File: src/rtl/pm_loader.sv
// Boot-time program loader: takes a framed byte stream (header, length, payload, checksum),
// writes the payload to program memory from address 0 and gates the processor reset.
module pm_loader #(
  parameter int unsigned TIMEOUT_CYCLES = 1000,
  parameter logic [7:0]  HEADER         = 8'hA5
) (
  input  logic       clk,
  input  logic       reset,
  input  logic       rx_valid,
  input  logic [7:0] rx_data,
  output logic       rx_ready,
  output logic [7:0] pm_wr_addr,
  output logic [7:0] pm_wr_data,
  output logic       pm_wren,
  output logic       cpu_reset,
  output logic       load_done,
  output logic       load_error,
  output logic [8:0] byte_count
);

  localparam int unsigned      IdleW    = $clog2(TIMEOUT_CYCLES + 1);
  localparam logic [IdleW-1:0] IdleLast = IdleW'(TIMEOUT_CYCLES - 1);

  typedef enum logic [2:0] {
    StIdle,
    StLen,
    StData,
    StChk,
    StDone,
    StError
  } state_e;

  state_e           state_q, state_d;
  logic [IdleW-1:0] idle_q, idle_d;
  logic [8:0]       len_q, len_d;
  logic [8:0]       count_q, count_d;
  logic [7:0]       addr_q, addr_d;
  logic [7:0]       sum_q, sum_d;
  logic [7:0]       wr_addr_q, wr_addr_d;
  logic [7:0]       wr_data_q, wr_data_d;
  logic             ready_q;
  logic             wren_q, wren_d;
  logic             cpu_reset_q, cpu_reset_d;
  logic             done_q, done_d;
  logic             error_q, error_d;
  logic             pend_q, pend_d;

  logic xfer;
  logic is_header;
  logic start;
  logic idle_tick;

  assign xfer      = rx_valid & ready_q;
  assign is_header = (rx_data == HEADER);

  always_comb begin
    state_d     = state_q;
    idle_d      = idle_q;
    len_d       = len_q;
    count_d     = count_q;
    addr_d      = addr_q;
    sum_d       = sum_q;
    wr_addr_d   = wr_addr_q;
    wr_data_d   = wr_data_q;
    wren_d      = 1'b0;
    cpu_reset_d = cpu_reset_q;
    done_d      = done_q;
    error_d     = error_q;
    pend_d      = pend_q;
    start       = 1'b0;
    idle_tick   = 1'b0;

    unique case (state_q)
      StIdle: start = xfer & is_header;
      StLen: begin
        if (xfer) begin
          len_d   = (rx_data == 8'd0) ? 9'd256 : {1'b0, rx_data};
          count_d = '0;
          sum_d   = '0;
          addr_d  = '0;
          idle_d  = '0;
          state_d = StData;
        end else begin
          idle_tick = 1'b1;
        end
      end
      StData: begin
        if (xfer) begin
          wren_d    = 1'b1;
          wr_addr_d = addr_q;
          wr_data_d = rx_data;
          sum_d     = sum_q + rx_data;
          addr_d    = addr_q + 8'd1;
          count_d   = count_q + 9'd1;
          idle_d    = '0;
          if (count_q + 9'd1 == len_q) begin
            state_d = StChk;
          end
        end else begin
          idle_tick = 1'b1;
        end
      end
      StChk: begin
        if (xfer) begin
          idle_d = '0;
          if (rx_data == sum_q) begin
            // Release is deferred one cycle so the final write lands first.
            state_d = StDone;
            pend_d  = 1'b1;
          end else begin
            state_d     = StError;
            error_d     = 1'b1;
            cpu_reset_d = 1'b1;
          end
        end else begin
          idle_tick = 1'b1;
        end
      end
      StDone: begin
        if (pend_q) begin
          done_d      = 1'b1;
          cpu_reset_d = 1'b0;
          pend_d      = 1'b0;
        end
        start = xfer & is_header;
      end
      StError: start = xfer & is_header;
      default: state_d = StIdle;
    endcase

    if (idle_tick) begin
      if (idle_q == IdleLast) begin
        state_d     = StError;
        error_d     = 1'b1;
        cpu_reset_d = 1'b1;
        idle_d      = '0;
      end else begin
        idle_d = idle_q + 1'b1;
      end
    end

    // A header outside a frame restarts the load and overrides any pending release.
    if (start) begin
      state_d     = StLen;
      done_d      = 1'b0;
      error_d     = 1'b0;
      cpu_reset_d = 1'b1;
      pend_d      = 1'b0;
      idle_d      = '0;
    end
  end

  always_ff @(posedge clk or posedge reset) begin
    if (reset) begin
      state_q     <= StIdle;
      idle_q      <= '0;
      len_q       <= '0;
      count_q     <= '0;
      addr_q      <= '0;
      sum_q       <= '0;
      wr_addr_q   <= '0;
      wr_data_q   <= '0;
      ready_q     <= 1'b0;
      wren_q      <= 1'b0;
      cpu_reset_q <= 1'b1;
      done_q      <= 1'b0;
      error_q     <= 1'b0;
      pend_q      <= 1'b0;
    end else begin
      state_q     <= state_d;
      idle_q      <= idle_d;
      len_q       <= len_d;
      count_q     <= count_d;
      addr_q      <= addr_d;
      sum_q       <= sum_d;
      wr_addr_q   <= wr_addr_d;
      wr_data_q   <= wr_data_d;
      ready_q     <= 1'b1;
      wren_q      <= wren_d;
      cpu_reset_q <= cpu_reset_d;
      done_q      <= done_d;
      error_q     <= error_d;
      pend_q      <= pend_d;
    end
  end

  assign rx_ready   = ready_q;
  assign pm_wr_addr = wr_addr_q;
  assign pm_wr_data = wr_data_q;
  assign pm_wren    = wren_q;
  assign cpu_reset  = cpu_reset_q;
  assign load_done  = done_q;
  assign load_error = error_q;
  assign byte_count = count_q;

endmodule

File: config.mk
export PLATFORM = sky130hd
export DESIGN_NAME = pm_loader
export DESIGN_NICKNAME = d
export VERILOG_FILES = /design/src/rtl/pm_loader.sv
export SDC_FILE = /design/constraint.sdc
export NUM_CORES = 1
export LEC_CHECK = 0
export CELL_PAD_IN_SITES_DETAIL_PLACEMENT = 1
export CELL_PAD_IN_SITES_GLOBAL_PLACEMENT = 2
export CORE_MARGIN = 2
export CORE_UTILIZATION = 32
export CTS_BUF_LIST = sky130_fd_sc_hd__clkbuf_8
export DETAILED_ROUTE_END_ITERATION = 10
export GPL_TIMING_DRIVEN = 0
export PLACE_DENSITY = 0.77
export SYNTH_ARGS = -nofsm -noshare
export SYNTH_HDL_FRONTEND = slang
export SYNTH_SLANG_ARGS = --single-unit
File: constraint.sdc
create_clock -name clk -period 2.3 [get_ports clk]
set_clock_uncertainty 0.15 [all_clocks]
set_input_delay 0.575 -clock clk [delete_from_list [all_inputs] [get_ports clk]]
set_output_delay 0.575 -clock clk [all_outputs]
set_load 0.01 [all_outputs]
==> flow_summary.ini, run 1 <==
[floorplanning]
pin_count = 41
coreArea_sq_um = 10800
initial_core_util_pct = 32.7
rows = 38
fp.dieH_um = 109
die_area_sq_um = 11900
die_w_um = 109

[power_and_ir_drop]
p_leak_uw = 0.00201
irDropWorstVdd_mv = 0.349
finalPower_uw = 4900
powerDensity_nw_per_um2 = 1100

[drt]
ant_nets = 0
drcViolationCount = 0
vias = 3043
via_per_inst = 5.11
wl_per_cell_um = 16.4
drt_first_pass_iters = 4
wl_mm = 9.76
drt_first_iter_violations = 89

[cells_and_area]
fillers = 1263
utilization_pct = 41.3
nNetsFinal = 474
syn2layout_area_growth_pct = 26.3
drive_gt1_share_pct = 12.3
fin_area_sq_um = 4470
antenna_cells = 0

[clock_network]
postCtsHoldBufs = 0
clockBufferDepth = 2
cts_root_buffer = clkbuf_8
numCtsBuffers = 9
h-tree-depth = 3
worstSkewPairLatency_ns = 0.35
cts_tree = yes
clock-sinks = 69
clk_pin_slew_ns = 0.08

[grt]
grt_antenna_before_repair = 0
grt_first_pass_wirelength_mm = 16.3
grt_pass1_vias = 3204
gr-total-overflow = 0
grt_usage_pct = 17.8
grt_start_max_net_pins = 34

[critical_path]
cp-end-kind = flip-flop
required_ns = 2.38
cp-endpoint = state_q[0]
rr_worst_depth = 6
cp.arrival_ns = 2.36
start_kind = input port
crit_type = input port to flip-flop
rr_startpoint = state_q[1]
critPathLaunch = rx_data[6]
r2r-end = state_q[0]
ff2ff_setup_slack_ns = 0.13
path_max_fanout = 6

[timing]
post-route-period-util_pct = 99.3
rsz0062_at_grt = true
period_minus_slack_ns = 2.28
tightest_slew_ns = 0.624
fmax_mhz = 438
fin_ws_ns = 0.0160
slew_headroom_pct = 58.4
final-setup-viol-count = 0
setup_tns_ns = 0
hold_viol = 0
finalMaxSlewViolations = 0

[placed_design]
dpl.hpwl_mm = 7.04
gp_congestion = 0.787
pre_cts_ws_ns = -0.878
portBuffers = 40
placedInstanceArea_sq_um = 4160

[synth]
syn_inst = 397
yosysSeqAreaShare_pct = 48.8
syn_avg_cell_area_sq_um = 8.92
yosysWarnings = 0
synth.net_count = 419
synthDistinctLibCells = 47
ys_ff_latch = 69
syn-cell-area_sq_um = 3540

[min_path]
holdCritPathClass = flip-flop to flip-flop

[run]
maxCapViolCount = 0

[outcome]
outcome = completed
==> per-stage QoR <==
stage | hold WS [ns] | std cells
after floorplan | 0.304 | 397
after global placement | 0.307 | 577
after detailed placement | 0.316 | 579
after CTS | 0.332 | 595
after global routing | 0.354 | 596
final | 0.328 | 596
==> cell families after synthesis <==
kind of cell	Yosys count	share of synthesized area, %
adder cells (fa/ha/maj)	11	4.10
AO/OA/AOI/OAI	70	12.2
AND/OR/NAND/NOR	192	24.5
other	1	0.106
multiplexers	1	0.283
buffers and inverters	23	2.58
XOR/XNOR	30	7.42
flip-flops	69	48.8
==> cells in the mapped netlist (all sizes together) <==
cell type | count | area, sq um
a211oi | 4 | 30.0
a21o | 1 | 7.51
a21oi | 15 | 75.1
a221oi | 1 | 8.76
a22o | 4 | 35.0
a22oi | 1 | 7.51
a41oi | 1 | 8.76
and2 | 2 | 12.5
and3 | 5 | 31.3
and3b | 1 | 8.76
buf | 4 | 20.0
clkbuf | 10 | 37.5
conb | 1 | 3.75
dfrtp | 68 | 1700
dfstp | 1 | 26.3
fa | 1 | 20.0
ha | 10 | 125
inv | 9 | 33.8
mux2i | 1 | 10.0
nand2 | 112 | 420
nand2b | 2 | 12.5
nand3 | 15 | 75.1
nand3b | 2 | 15.0
nand4 | 7 | 43.8
nor2 | 28 | 108
nor2b | 1 | 6.26
nor3 | 7 | 35.0
nor4 | 2 | 12.5
nor4b | 3 | 47.5
o2111ai | 1 | 8.76
o211ai | 2 | 15.0
o21ai | 28 | 140
o21ba | 1 | 10.0
o21bai | 2 | 15.0
o22a | 1 | 8.76
o22ai | 1 | 6.26
o311ai | 1 | 8.76
o31ai | 4 | 30.0
o41ai | 2 | 17.5
or2 | 2 | 12.5
or4 | 3 | 26.3
xnor2 | 16 | 140
xor2 | 14 | 123
==> state kept, by name, summed over array words and instances (netlist names) <==
name / count
addr_q: 8
pend_q: 1
byte_count: 9
pm_wr_addr: 8
pm_wr_data: 8
sum_q: 8
cpu_reset: 1
load_done: 1
pm_wren: 1
idle_q: 10
rx_ready: 1
state_q: 3
load_error: 1
len_q: 9
==> report_power, final <==
part	switching (uW)	internal, uW
Clock	459	400
Sequential	322	1570
Combinational	1170	980
Total	1950	2950
==> layout by cell type, fill, tap and decap left out, types with 7 or more instances in the layout <==
master	Yosys	layout
nand3_1	15	14
nand2_1	112	112
a21oi_1	15	13
nand4_1	7	7
inv_1	9	10
clkdlybuf4s50_1	0	32
ha_1	10	7
clkbuf_8	0	10
nor2_1	27	25
o21ai_0	28	26
xor2_1	14	13
xnor2_1	16	16
dfrtp_1	68	68
==> area by class of cell <==
cell class | instances | area (sq um) | share of cell area, %
Multi-Input combinational cell | 305 | 1860 | 41.6
Sequential cell | 69 | 1730 | 38.6
Timing Repair Buffer | 45 | 448 | 10.0
Tap cell | 140 | 175 | 3.92
Clock buffer | 10 | 138 | 3.08
Buffer | 13 | 65.1 | 1.45
Inverter | 9 | 37.5 | 0.839
Clock inverter | 5 | 21.3 | 0.476
==> repair_timing <==
item,CTS,global route
pin swaps,1,3
setup buffers,1,2
endpoints found under the setup margin,53,47
gates resized for setup,26,24
==> how the worst min path moves through the flow <==
stage                        from            end  slack, ns  cells after the start
detailed placement  pm_wr_data[6]  pm_wr_data[6]       0.32                      2
CTS                 pm_wr_data[6]  pm_wr_data[6]       0.33                      2
finish              pm_wr_addr[7]  pm_wr_addr[7]       0.33                      2
global route        pm_wr_addr[4]  pm_wr_addr[4]       0.35                      2
floorplan                sum_q[3]       sum_q[3]       0.30                      2
global placement    pm_wr_data[6]  pm_wr_data[6]       0.31                      2
==> metal layers <==
layer	GRT usage, %	wire length (um)	vias to the layer above
met3	2.51	263	11
met5	0	0	-
met4	6.42	139	0
met1	24.0	4700	1532
met2	29.1	4650	39
li1	-	-	1461
==> critical path, cell delays in order <==
cell and delay, ns:
dlygate4sd2_1 0.34, or4_4 0.48, nor4b_4 0.38, buf_4 0.17
buf_4 0.13, and3b_1 0.21, o41ai_2 0.07
(Power assumes the default switching activity.)
==> inputs of run 2 (changes only) <==
--- a/config.mk
+++ b/config.mk
@@ -5,10 +5,11 @@
 export SDC_FILE = /design/constraint.sdc
 export NUM_CORES = 1
 export LEC_CHECK = 0
+export ABC_AREA = 1
 export CELL_PAD_IN_SITES_DETAIL_PLACEMENT = 1
 export CELL_PAD_IN_SITES_GLOBAL_PLACEMENT = 2
 export CORE_MARGIN = 2
-export CORE_UTILIZATION = 32
+export CORE_UTILIZATION = 31
 export CTS_BUF_LIST = sky130_fd_sc_hd__clkbuf_8
 export DETAILED_ROUTE_END_ITERATION = 10
 export GPL_TIMING_DRIVEN = 0
==> run 2 against run 1 <==
Worst setup slack gained 0.079 ns. Non-clock buffer count shrank 6. Hold slack gained 0.011 ns. Cell area grew 4.1%. Core utilization shrank 2.2 points. Final cell count grew 16%. First-iteration DRC count grew 15%. Flip-flop and latch count is the same. Combinational power shrank 57%. Synthesized cell count grew 22%. Critical path depth shrank 6. Largest power group is now sequential cells.
==> flow_summary.ini, run 2 <==
[critical_path]
required_ns = 1.57
slowest_stage = clkdlybuf4s50_1
path_max_fanout = 9
start_kind = flip-flop
path_cells = clkdlybuf4s50_1
cp-end-kind = output port
cp.arrival_ns = 1.48
cp_slowest_stage_delay_ns = 0.60
cp_num_buf_inv = 1
crit_family = buffers and inverters
crit_type = flip-flop to output port

[grt]
grt_start_max_net_pins = 38
gr-total-overflow = 0
grt_usage_pct = 18.4
grt_first_pass_wirelength_mm = 18.7
grt_antenna_before_repair = 0
grt_pass1_vias = 3675

[placed_design]
dpl.hpwl_mm = 8.09
portBuffers = 40
pre_cts_ws_ns = -0.417
gp_congestion = 0.853

[floorplanning]
rows = 40
pin_count = 41
die_area_sq_um = 13000
die_w_um = 114
initial_core_util_pct = 31.4
fp.dieH_um = 114
coreArea_sq_um = 11900

[timing]
tightest_slew_ns = 0.804
rsz0062_at_grt = false
post-route-period-util_pct = 95.9
fmax_mhz = 453
slew_headroom_pct = 46.3
fin_ws_ns = 0.0948
hold_viol = 0
final-setup-viol-count = 0
finalMaxSlewViolations = 0
period_minus_slack_ns = 2.21

[clock_network]
h-tree-depth = 3
numCtsBuffers = 9
clock-sinks = 69
cts_tree = yes
cts_setup_buffers = 0
clk_pin_slew_ns = 0.08
postCtsHoldBufs = 0
cts_root_buffer = clkbuf_8
worstSkewPairLatency_ns = 0.36
clockBufferDepth = 2

[drt]
drt_first_pass_iters = 4
vias = 3454
wl_per_cell_um = 16.1
via_per_inst = 5.01
ant_nets = 0
drcViolationCount = 0
drt_first_iter_violations = 102
wl_mm = 11.1

[run]
maxCapViolCount = 0

[power_and_ir_drop]
irDropWorstVdd_mv = 0.330
p_leak_uw = 0.00230
powerDensity_nw_per_um2 = 833

[synth]
yosysTopAreaCell = dfrtp_1
synth_compound_area_share_pct = 12.0
yosysWarnings = 0
syn_avg_cell_area_sq_um = 7.70
synthAdderAreaFrac_pct = 3.88
synth.net_count = 508
yosysTopAreaCellShare_pct = 45.5
yosysSeqAreaShare_pct = 46.2
synthTopCellsByArea = dfrtp_1 45%, nand2_1 13%, inv_1 6.5%, o21ai_0 5.7%, nand3_1 5.5%
syn-cell-area_sq_um = 3740
synthXorXnorAreaFrac_pct = 0.468
synth_top_family_by_area = simple AND/OR/NAND/NOR gates
synth_mux_area_share_pct = 0
yosys-top-cells-count = 132 x nand2_1, 68 x dfrtp_1, 65 x inv_1, 43 x o21ai_0, 41 x nand3_1
post-synth-top-count-cell = nand2_1
syn_inst = 486
ys.flop_type = dfrtp_1
ys_ff_latch = 69
synthDistinctLibCells = 38
synth-async-reset-ratio_pct = 100
synthSimpleGateAreaFrac_pct = 28.9
synth-edff-count = 0

[min_path]
holdCritPathClass = flip-flop to flip-flop

[cells_and_area]
multiInputGateArea_sq_um = 1730
regArea_sq_um = 1730
drive_gt1_share_pct = 7.73
fillers = 1460
largest_register_ffs = 10
regMostFlops = idle_q
final_common_cell = nand2_1
utilization_pct = 39.1
antenna_cells = 0
syn2layout_area_growth_pct = 24.4
nNetsFinal = 560
layout_common_cells = 132 x nand2_1, 68 x dfrtp_1, 64 x inv_1

[outcome]
outcome = completed
==> run 2: cell count changes after synthesis, moves of 4 or more <==
cell      before  now
inv_1          9   65
nand3_1       15   41
nand2_1      112  132
o21ai_0       28   43
xnor2_1       16    1
xor2_1        14    1
clkbuf_1      10    4
nand4_1        7   13
nor2_1        27   33
o21ai_1        0    6
and3_1         5    0
a211oi_1       4    0
==> run 2: where the power goes <==
part           total (uW)  internal, uW  switching (uW)
Combinational         929           422             507
Sequential           1570          1390             173
Clock                1380           860             520
==> run 2: path summary, 6_finish.rpt <==
| kind | from | endpoint | slack (ns) | depth (start not counted) |
|---|---|---|---|---|
| max | byte_count[0] | byte_count[0] | 0.09 | 1 |
| min reg2reg | sum_q[5] | sum_q[5] | 0.34 | 2 |
| min | sum_q[5] | sum_q[5] | 0.34 | 2 |
| max reg2reg | byte_count[0] | state_q[0] | 0.25 | 9 |
| min in group asynchronous | reset | idle_q[8] | 0.57 | 2 |
| max in group asynchronous | reset | pm_wr_addr[6] | 0.78 | 3 |
==> run 2: through the flow <==
stage / cells / setup TNS [ns] / instance area (sq um) / hold slack, ns / total power (uW)
after floorplan: 486 / 0 / 3750 / 0.300 / 2080
after global placement: 673 / -21.06 / 4330 / 0.318 / 2480
after detailed placement: 674 / -8.19 / 4350 / 0.322 / 2510
after CTS: 690 / 0 / 4620 / 0.345 / 3910
after global routing: 690 / 0 / 4660 / 0.375 / 4110
final: 690 / 0 / 4660 / 0.339 / 3880
==> run 2: area by class of cell <==
class,instances,share of cell area (%)
plain buffers,11,1.21
clock buffers,10,2.96
clock inverters,6,2.88
inverters,69,5.70
multi-input cells,337,37.2
flip-flops and latches,69,37.1
well taps,147,3.95
repair buffers,41,9.03
==> run 2: cell families (layout without fill, tap and decap cells) <==
family,count (synthesis),count (layout)
other,1,1
buffers and inverters,80,137
flip-flops,69,69
adder cells (fa/ha/maj),11,11
AO/OA/AOI/OAI,80,80
XOR/XNOR,2,2
AND/OR/NAND/NOR,243,243
==> run 2: repair_timing <==
action / 4_1_cts / 5_1_grt
gates resized for setup: 2 / 4
setup endpoints to repair: 2 / 3
hold endpoints to repair: 0 / 0
==> run 2: metal layers <==
metal | track usage [%] | vias to the layer above | wire, um | share of wire, %
li1 | - | 1697 | - | -
met1 | 24.8 | 1710 | 5410 | 49
met2 | 30.5 | 34 | 5280 | 48
met3 | 2.50 | 13 | 218 | 2.0
met4 | 6.83 | 0 | 165 | 1.5
met5 | 0 | - | 0 | 0
